**src/rtl/dcache_port_merger_if.sv**
```systemverilog
`default_nettype none
// ============================================================================
// Module   : dcache_port_merger_if
// Brief    : Lane-side and cache-side bus bundle for dcache_port_merger.
// Revision : 1.0 - initial release
// ============================================================================
`ifndef OFFSET_WIDTH
`define OFFSET_WIDTH 4
`endif
`ifndef INDEX_WIDTH
`define INDEX_WIDTH 8
`endif
`ifndef TAG_WIDTH
`define TAG_WIDTH 20
`endif

interface dcache_port_merger_if #(
    parameter int NPORT    = 2,
    parameter int DEPTH    = 4,
    parameter int OFFSET_W = `OFFSET_WIDTH,
    parameter int INDEX_W  = `INDEX_WIDTH,
    parameter int TAG_W    = `TAG_WIDTH
);
    logic [NPORT-1:0]          lane_req;
    logic [32*NPORT-1:0]       lane_pa;
    logic [NPORT-1:0]          lane_uncached;
    logic [NPORT-1:0]          lane_we;
    logic [2*NPORT-1:0]        lane_size;
    logic [4*NPORT-1:0]        lane_wstrb;
    logic [32*NPORT-1:0]       lane_wdata;
    logic [NPORT-1:0]          lane_addr_ok;
    logic [NPORT-1:0]          lane_data_ok;
    logic [32*NPORT-1:0]       lane_rdata;
    logic                      cancel;
    logic [NPORT-1:0]          cache_valid;
    logic                      cache_op;
    logic [TAG_W-1:0]          cache_tag;
    logic [INDEX_W-1:0]        cache_index;
    logic [OFFSET_W*NPORT-1:0] cache_offset;
    logic [4*NPORT-1:0]        cache_wstrb;
    logic [32*NPORT-1:0]       cache_wdata;
    logic [2*NPORT-1:0]        cache_size;
    logic                      cache_uncached;
    logic                      cache_addr_ok;
    logic                      cache_data_ok;
    logic [32*NPORT-1:0]       cache_rdata;
    logic [$clog2(DEPTH+1)-1:0] outstanding;
    logic                      proto_err;

    // slave: the merger itself; master: the surrounding lanes and cache
    modport slave (
        input  lane_req, lane_pa, lane_uncached, lane_we, lane_size, lane_wstrb,
               lane_wdata, cancel, cache_addr_ok, cache_data_ok, cache_rdata,
        output lane_addr_ok, lane_data_ok, lane_rdata, cache_valid, cache_op,
               cache_tag, cache_index, cache_offset, cache_wstrb, cache_wdata,
               cache_size, cache_uncached, outstanding, proto_err
    );

    modport master (
        output lane_req, lane_pa, lane_uncached, lane_we, lane_size, lane_wstrb,
               lane_wdata, cancel, cache_addr_ok, cache_data_ok, cache_rdata,
        input  lane_addr_ok, lane_data_ok, lane_rdata, cache_valid, cache_op,
               cache_tag, cache_index, cache_offset, cache_wstrb, cache_wdata,
               cache_size, cache_uncached, outstanding, proto_err
    );
endinterface

`default_nettype wire

```
**src/rtl/dcache_port_merger.sv**
```systemverilog
`default_nettype none
// ============================================================================
// Module   : dcache_port_merger
// Brief    : Merges same-line lane requests into one dcache access and routes
//            in-order responses back to the participating lanes.
// Revision : 1.0 - initial release
// ============================================================================
`ifndef OFFSET_WIDTH
`define OFFSET_WIDTH 4
`endif
`ifndef INDEX_WIDTH
`define INDEX_WIDTH 8
`endif
`ifndef TAG_WIDTH
`define TAG_WIDTH 20
`endif

module dcache_port_merger #(
    parameter int NPORT    = 2,
    parameter int DEPTH    = 4,
    parameter int OFFSET_W = `OFFSET_WIDTH,
    parameter int INDEX_W  = `INDEX_WIDTH,
    parameter int TAG_W    = `TAG_WIDTH
) (
    input  wire logic           clk,
    input  wire logic           reset,
    dcache_port_merger_if.slave bus
);
    localparam int c_line_w = 32 - OFFSET_W;
    localparam int c_ptr_w  = $clog2(DEPTH);
    localparam int c_cnt_w  = $clog2(DEPTH + 1);
    localparam logic [c_cnt_w-1:0] c_full_count = c_cnt_w'(DEPTH);

    logic [NPORT-1:0]    w_group;
    logic                w_found;
    logic                w_chain;
    logic [c_line_w-1:0] w_lead_line;
    logic                w_lead_unc;
    logic                w_lead_we;
    logic                w_full;
    logic                w_empty;
    logic                w_issue;
    logic                w_push;
    logic                w_pop;
    logic                w_fwd;
    logic [NPORT-1:0]    w_valid;

    logic [c_ptr_w-1:0]  r_head;
    logic [c_ptr_w-1:0]  r_tail;
    logic [c_cnt_w-1:0]  r_count;
    logic [DEPTH-1:0]    r_discard;
    logic [NPORT-1:0]    r_mask [DEPTH];
    logic                r_proto_err;

    // Leader is the first requester; followers join while the prefix stays unbroken.
    always_comb begin
        w_group     = '0;
        w_found     = 1'b0;
        w_chain     = 1'b0;
        w_lead_line = '0;
        w_lead_unc  = 1'b0;
        w_lead_we   = 1'b0;
        for (int j = 0; j < NPORT; j++) begin
            if (bus.lane_req[j]) begin
                if (!w_found) begin
                    w_found     = 1'b1;
                    w_chain     = 1'b1;
                    w_group[j]  = 1'b1;
                    w_lead_line = bus.lane_pa[32*j+OFFSET_W +: c_line_w];
                    w_lead_unc  = bus.lane_uncached[j];
                    w_lead_we   = bus.lane_we[j];
                end else if (w_chain && !w_lead_unc && !bus.lane_uncached[j] &&
                             (bus.lane_we[j] == w_lead_we) &&
                             (bus.lane_pa[32*j+OFFSET_W +: c_line_w] == w_lead_line)) begin
                    w_group[j] = 1'b1;
                end else begin
                    w_chain = 1'b0;
                end
            end
        end
    end

    assign w_full  = (r_count == c_full_count);
    assign w_empty = (r_count == '0);
    assign w_issue = w_found && !w_full && !bus.cancel;
    assign w_valid = w_issue ? w_group : '0;
    assign w_push  = w_issue && bus.cache_addr_ok;
    assign w_pop   = bus.cache_data_ok && !w_empty;
    assign w_fwd   = w_pop && !r_discard[r_head] && !bus.cancel;

    assign bus.cache_valid    = w_valid;
    assign bus.lane_addr_ok   = w_valid & {NPORT{bus.cache_addr_ok}};
    assign bus.cache_op       = w_lead_we;
    assign bus.cache_uncached = w_lead_unc;
    assign bus.cache_tag      = w_lead_line[c_line_w-1 -: TAG_W];
    assign bus.cache_index    = w_lead_line[INDEX_W-1:0];
    assign bus.outstanding    = r_count;
    assign bus.proto_err      = r_proto_err;

    for (genvar i = 0; i < NPORT; i++) begin : g_slot
        assign bus.cache_offset[i*OFFSET_W +: OFFSET_W] = bus.lane_pa[32*i +: OFFSET_W];
        assign bus.cache_wstrb[4*i +: 4]   = bus.lane_wstrb[4*i +: 4];
        assign bus.cache_wdata[32*i +: 32] = bus.lane_wdata[32*i +: 32];
        assign bus.cache_size[2*i +: 2]    = bus.lane_size[2*i +: 2];
        assign bus.lane_rdata[32*i +: 32]  = bus.cache_rdata[32*i +: 32];
        assign bus.lane_data_ok[i]         = w_fwd && r_mask[r_head][i];
    end

    always_ff @(posedge clk or posedge reset) begin
        if (reset) begin
            r_head      <= '0;
            r_tail      <= '0;
            r_count     <= '0;
            r_discard   <= '0;
            r_proto_err <= 1'b0;
        end else begin
            if (w_pop) begin
                r_head <= r_head + 1'b1;
            end
            if (w_push) begin
                r_tail <= r_tail + 1'b1;
            end
            r_count <= r_count + c_cnt_w'(w_push) - c_cnt_w'(w_pop);
            // cancel blocks issue, so a cancel and a push never share an edge
            if (bus.cancel) begin
                r_discard <= '1;
            end else if (w_push) begin
                r_discard[r_tail] <= 1'b0;
            end
            if (bus.cache_data_ok && w_empty) begin
                r_proto_err <= 1'b1;
            end
        end
    end

    // Masks are only read for live entries, so they need no reset.
    always_ff @(posedge clk) begin
        if (w_push) begin
            r_mask[r_tail] <= w_group;
        end
    end
endmodule

`default_nettype wire

```
**src/flat_wrapper.sv**
```systemverilog
// flat-port wrapper written by rule: the top's interface ports become plain ports
module dcache_port_merger_flat 
#(
    parameter int NPORT    = 2,
    parameter int DEPTH    = 4,
    parameter int OFFSET_W = `OFFSET_WIDTH,
    parameter int INDEX_W  = `INDEX_WIDTH,
    parameter int TAG_W    = `TAG_WIDTH
)
  (clk, reset, bus_lane_req, bus_lane_pa, bus_lane_uncached, bus_lane_we, bus_lane_size, bus_lane_wstrb, bus_lane_wdata, bus_cancel, bus_cache_addr_ok, bus_cache_data_ok, bus_cache_rdata, bus_lane_addr_ok, bus_lane_data_ok, bus_lane_rdata, bus_cache_valid, bus_cache_op, bus_cache_tag, bus_cache_index, bus_cache_offset, bus_cache_wstrb, bus_cache_wdata, bus_cache_size, bus_cache_uncached, bus_outstanding, bus_proto_err);
  dcache_port_merger_if #(.NPORT(NPORT), .DEPTH(DEPTH), .OFFSET_W(OFFSET_W), .INDEX_W(INDEX_W), .TAG_W(TAG_W)) bus_i ();
  input  wire logic clk;
  input  wire logic reset;
  input wire logic [$bits(bus_i.lane_req)-1:0] bus_lane_req;
  input wire logic [$bits(bus_i.lane_pa)-1:0] bus_lane_pa;
  input wire logic [$bits(bus_i.lane_uncached)-1:0] bus_lane_uncached;
  input wire logic [$bits(bus_i.lane_we)-1:0] bus_lane_we;
  input wire logic [$bits(bus_i.lane_size)-1:0] bus_lane_size;
  input wire logic [$bits(bus_i.lane_wstrb)-1:0] bus_lane_wstrb;
  input wire logic [$bits(bus_i.lane_wdata)-1:0] bus_lane_wdata;
  input wire logic [$bits(bus_i.cancel)-1:0] bus_cancel;
  input wire logic [$bits(bus_i.cache_addr_ok)-1:0] bus_cache_addr_ok;
  input wire logic [$bits(bus_i.cache_data_ok)-1:0] bus_cache_data_ok;
  input wire logic [$bits(bus_i.cache_rdata)-1:0] bus_cache_rdata;
  output wire logic [$bits(bus_i.lane_addr_ok)-1:0] bus_lane_addr_ok;
  output wire logic [$bits(bus_i.lane_data_ok)-1:0] bus_lane_data_ok;
  output wire logic [$bits(bus_i.lane_rdata)-1:0] bus_lane_rdata;
  output wire logic [$bits(bus_i.cache_valid)-1:0] bus_cache_valid;
  output wire logic [$bits(bus_i.cache_op)-1:0] bus_cache_op;
  output wire logic [$bits(bus_i.cache_tag)-1:0] bus_cache_tag;
  output wire logic [$bits(bus_i.cache_index)-1:0] bus_cache_index;
  output wire logic [$bits(bus_i.cache_offset)-1:0] bus_cache_offset;
  output wire logic [$bits(bus_i.cache_wstrb)-1:0] bus_cache_wstrb;
  output wire logic [$bits(bus_i.cache_wdata)-1:0] bus_cache_wdata;
  output wire logic [$bits(bus_i.cache_size)-1:0] bus_cache_size;
  output wire logic [$bits(bus_i.cache_uncached)-1:0] bus_cache_uncached;
  output wire logic [$bits(bus_i.outstanding)-1:0] bus_outstanding;
  output wire logic [$bits(bus_i.proto_err)-1:0] bus_proto_err;
  assign bus_i.lane_req = bus_lane_req;
  assign bus_i.lane_pa = bus_lane_pa;
  assign bus_i.lane_uncached = bus_lane_uncached;
  assign bus_i.lane_we = bus_lane_we;
  assign bus_i.lane_size = bus_lane_size;
  assign bus_i.lane_wstrb = bus_lane_wstrb;
  assign bus_i.lane_wdata = bus_lane_wdata;
  assign bus_i.cancel = bus_cancel;
  assign bus_i.cache_addr_ok = bus_cache_addr_ok;
  assign bus_i.cache_data_ok = bus_cache_data_ok;
  assign bus_i.cache_rdata = bus_cache_rdata;
  assign bus_lane_addr_ok = bus_i.lane_addr_ok;
  assign bus_lane_data_ok = bus_i.lane_data_ok;
  assign bus_lane_rdata = bus_i.lane_rdata;
  assign bus_cache_valid = bus_i.cache_valid;
  assign bus_cache_op = bus_i.cache_op;
  assign bus_cache_tag = bus_i.cache_tag;
  assign bus_cache_index = bus_i.cache_index;
  assign bus_cache_offset = bus_i.cache_offset;
  assign bus_cache_wstrb = bus_i.cache_wstrb;
  assign bus_cache_wdata = bus_i.cache_wdata;
  assign bus_cache_size = bus_i.cache_size;
  assign bus_cache_uncached = bus_i.cache_uncached;
  assign bus_outstanding = bus_i.outstanding;
  assign bus_proto_err = bus_i.proto_err;
  dcache_port_merger #(.NPORT(NPORT), .DEPTH(DEPTH), .OFFSET_W(OFFSET_W), .INDEX_W(INDEX_W), .TAG_W(TAG_W)) u_core (.clk(clk), .reset(reset), .bus(bus_i));
endmodule
```
**config.mk**
```make
export PLATFORM = sky130hd
export DESIGN_NAME = dcache_port_merger_flat
export DESIGN_NICKNAME = d
export VERILOG_FILES = /design/src/rtl/dcache_port_merger_if.sv /design/src/rtl/dcache_port_merger.sv /design/src/flat_wrapper.sv
export SDC_FILE = /design/constraint.sdc
export NUM_CORES = 1
export LEC_CHECK = 0
export ABC_CLOCK_PERIOD_IN_PS = 2000
export CAP_MARGIN = 15
export CORE_AREA = 2 2 157 159
export CTS_CLUSTER_DIAMETER = 30
export DETAILED_ROUTE_END_ITERATION = 16
export DIE_AREA = 0 0 159 161
export GPL_TIMING_DRIVEN = 1
export PLACE_DENSITY_LB_ADDON = 0.25
export SYNTH_ARGS = -nofsm -noshare
export SYNTH_HDL_FRONTEND = slang
export SYNTH_SLANG_ARGS = --single-unit
export TNS_END_PERCENT = 20
```
**constraint.sdc**
```tcl
create_clock -name clk -period 2 [get_ports clk]
set_input_delay 0.3 -clock clk [delete_from_list [all_inputs] [get_ports clk]]
set_output_delay 0.3 -clock clk [all_outputs]
set_load 0.01 [all_outputs]
```
==> flow_metrics.env <==
export IMPL_seq_area_frac_synth=0.1806
export IMPL_antenna_found_initial=0
export IMPL_yosysWarnings=0
export IMPL_firstDrtPassIters=4
export IMPL_violations="negative setup slack"
export IMPL_syn_area_um2=2993
export IMPL_nets=577
export IMPL_io_buffers=106
export IMPL_finClkSkew_ps=4.684
export IMPL_cp_start_kind="input pin"
export IMPL_finalCriticalPeriod_ps=2182
export IMPL_setup_tns_ps=-746.5
export IMPL_finalWirelength_mm=11.34
export IMPL_cts_htree_levels=1
export IMPL_place_area_um2=3704
export IMPL_arrival_ps=1880
export IMPL_wl_per_cell_um=16.73
export IMPL_slew_violations=0
export IMPL_grt_max_degree=17
export IMPL_hpwlAfterDp_mm=9.257
export IMPL_grt_usage=0.08341
export IMPL_max_freq_mhz=458.2
export IMPL_die_y_um=161
export IMPL_root_buffer="clkbuf_16"
export IMPL_cts_buffer_depth=2
export IMPL_path_clk_slew_ps=60
export IMPL_via_per_inst=3.549
export IMPL_max_slew_margin=0.6533
export IMPL_final_util=0.1688
export IMPL_path_class="in2out"
export IMPL_synthFlopType="dfrtp_1"
export IMPL_ys_ff_latch=20
export IMPL_rsz0062_at_grt="yes"
export IMPL_hp_class="in2async"
export IMPL_cts_tree="done"
export IMPL_outcome="finished, violations left"
export IMPL_setup_ws_ps=-182.4
export IMPL_numCtsBuffers=3
export IMPL_path_max_fanout=7
export IMPL_via_count=2406
export IMPL_drtAntennaViolNets=0
export IMPL_drv_cap=0
export IMPL_hold_viol=0
export IMPL_grt_pass1_wl_mm=16.13
export IMPL_cp_required_ps=1700
export IMPL_syn_area_per_cell_um2=8.527
export IMPL_grt_overflow_total=0
export IMPL_drt_iter0_markers=100
export IMPL_cts_sinks=20
export IMPL_start_util=0.1249
export IMPL_dieArea_um2=25600
export IMPL_tightest_slew_ps=519.5
export IMPL_core_area_um2=23960
export IMPL_final_cell_area_um2=4045
export IMPL_row_count=57
export IMPL_ios=403
export IMPL_syn_inst=351
export IMPL_chipWidth_um=159
export IMPL_synth_edf_count=8
export IMPL_grt_pass1_vias=2569
export IMPL_irDropWorstVdd_uv=347.4
export IMPL_drive_gt1_frac=0.3192
export IMPL_synth_distinct_cells=46
export IMPL_leakagePower_nw=1.725
export IMPL_synthesis_nets=573
export IMPL_pwr_density_cell_nw_per_um2=613.0
export IMPL_synthArstFlopShare=0.6000
export IMPL_crit_path_end_kind="primary output"
export IMPL_setup_violations=5
export IMPL_diodes=0
export IMPL_clock_latency_ps=260
export IMPL_drc=0
export IMPL_place_congestion=0.6903
export IMPL_syn_to_final_growth_pct=35.16
export IMPL_finalCritPeriodShare=1.091
## state kept, by name, indices dropped and copies added, names as in the netlist
signal                  flops
u_core.r_discard            4
u_core.r_tail               2
u_core.bus.outstanding      3
u_core.bus.proto_err        1
u_core.r_head               2
u_core.r_mask               8
## path summary, 6_finish.rpt
check	from	endpoint	slack (ps)	depth (start not counted)
worst max register to register	u_core.bus.outstanding[2]	u_core.bus.outstanding[2]	-150	10
worst min-delay path	reset	u_core.r_head[1]	390	2
min in group clk	u_core.bus.proto_err	u_core.bus.proto_err	460	1
worst min register to register	u_core.bus.proto_err	u_core.bus.proto_err	460	1
max in group asynchronous	reset	u_core.r_tail[0]	1270	2
worst max-delay path	bus_lane_req[0]	bus_lane_addr_ok[1]	-180	8
## report_power, final
| part | switching (mW) | internal (mW) |
|---|---|---|
| Clock | 0.153 | 0.397 |
| Sequential | 0.0792 | 0.538 |
| Combinational | 0.585 | 0.727 |
| Total | 0.818 | 1.66 |
## what timing repair did
item | CTS | global route
gates cloned | 2 | 0
endpoints found under the setup margin | 42 | 10
pin swaps | 24 | 11
gates resized for setup | 171 | 21
hold buffers | 0 | 0
setup buffers | 3 | 2
## cells in the mapped netlist, types with 2 or more instances
library cell | instances | share of area
a21o_1 | 5 | 0.013
a21oi_1 | 5 | 0.0084
a22o_1 | 29 | 0.085
a31oi_1 | 2 | 0.0042
buf_2 | 4 | 0.0067
buf_4 | 148 | 0.37
clkbuf_1 | 7 | 0.0088
dfrtp_1 | 12 | 0.10
edfxtp_1 | 8 | 0.080
ha_1 | 6 | 0.025
inv_1 | 18 | 0.023
mux4_2 | 3 | 0.023
nand2_1 | 9 | 0.011
nand3_1 | 8 | 0.013
nand4b_1 | 7 | 0.020
nor2_1 | 9 | 0.011
nor2b_1 | 5 | 0.010
nor4_1 | 3 | 0.0063
nor4_4 | 2 | 0.014
o21ai_0 | 11 | 0.018
o22ai_1 | 7 | 0.015
xnor2_1 | 10 | 0.029
xor2_1 | 10 | 0.029
## metrics by stage
stage          hold slack (ps)  setup WS, ps  instances  power (mW)
5_1_grt                  427.3        -271.0        678       2.662
6_report                 385.7        -182.4        678       2.480
2_1_floorplan            164.7         1.468        351       1.460
3_3_place_gp             441.1         -1088        669       1.835
4_1_cts                  397.9        -183.3        676       2.455
3_5_place_dp             454.4         -1075        669       1.875
## logic make-up after synthesis
group                    share of synthesized area
XOR/XNOR                                   0.05853
flip-flops                                  0.1806
AO/OA/AOI/OAI                               0.1789
multiplexers                               0.02257
adder cells (fa/ha/maj)                    0.03177
AND/OR/NAND/NOR                             0.1146
buffers and inverters                       0.4130
## worst max-delay path, stage by stage
cell and delay [ps]:
buf_12 120, bufbuf_16 280, buf_6 130, o32a_1 340
nor4_4 270, a31oi_4 140, nor2b_1 160, buf_2 150
## metal layers
layer	vias to the layer above	track usage	wire length (um)
met1	1139	0.07913	3719
met5	-	0	0
met3	41	0.02773	931
met2	151	0.1654	6319
met4	0	0.03099	372
li1	1075	-	-
## layout make-up
class                           count  area (um^2)
Multi-Input combinational cell    153         1431
Tap cell                          324        405.4
Fill cell                        2744        19920
Timing Repair Buffer              159         1493
Clock buffer                        3        75.07
Clock inverter                      1        30.03
Inverter                           18        70.07
Sequential cell                    20        540.5
## layout by cell type, fill, tap and decap left out, types with 5 or more instances in the layout
| cell type | instances |
|---|---|
| a21oi_2 | 6 |
| buf_6 | 6 |
| clkdlybuf4s50_1 | 11 |
| nor2_1 | 9 |
| edfxtp_1 | 8 |
| a22o_1 | 29 |
| xnor2_1 | 9 |
| buf_2 | 5 |
| inv_1 | 14 |
| xor2_1 | 8 |
| buf_4 | 42 |
| dfrtp_1 | 12 |
| o21ai_0 | 10 |
| nand2_1 | 9 |
| nand4b_1 | 7 |
| a21o_1 | 5 |
| o22ai_2 | 5 |
| clkdlybuf4s15_1 | 6 |
| dlygate4sd2_1 | 71 |
| buf_12 | 6 |
| nand3_1 | 8 |
Power figures use the tool's default switching activity.
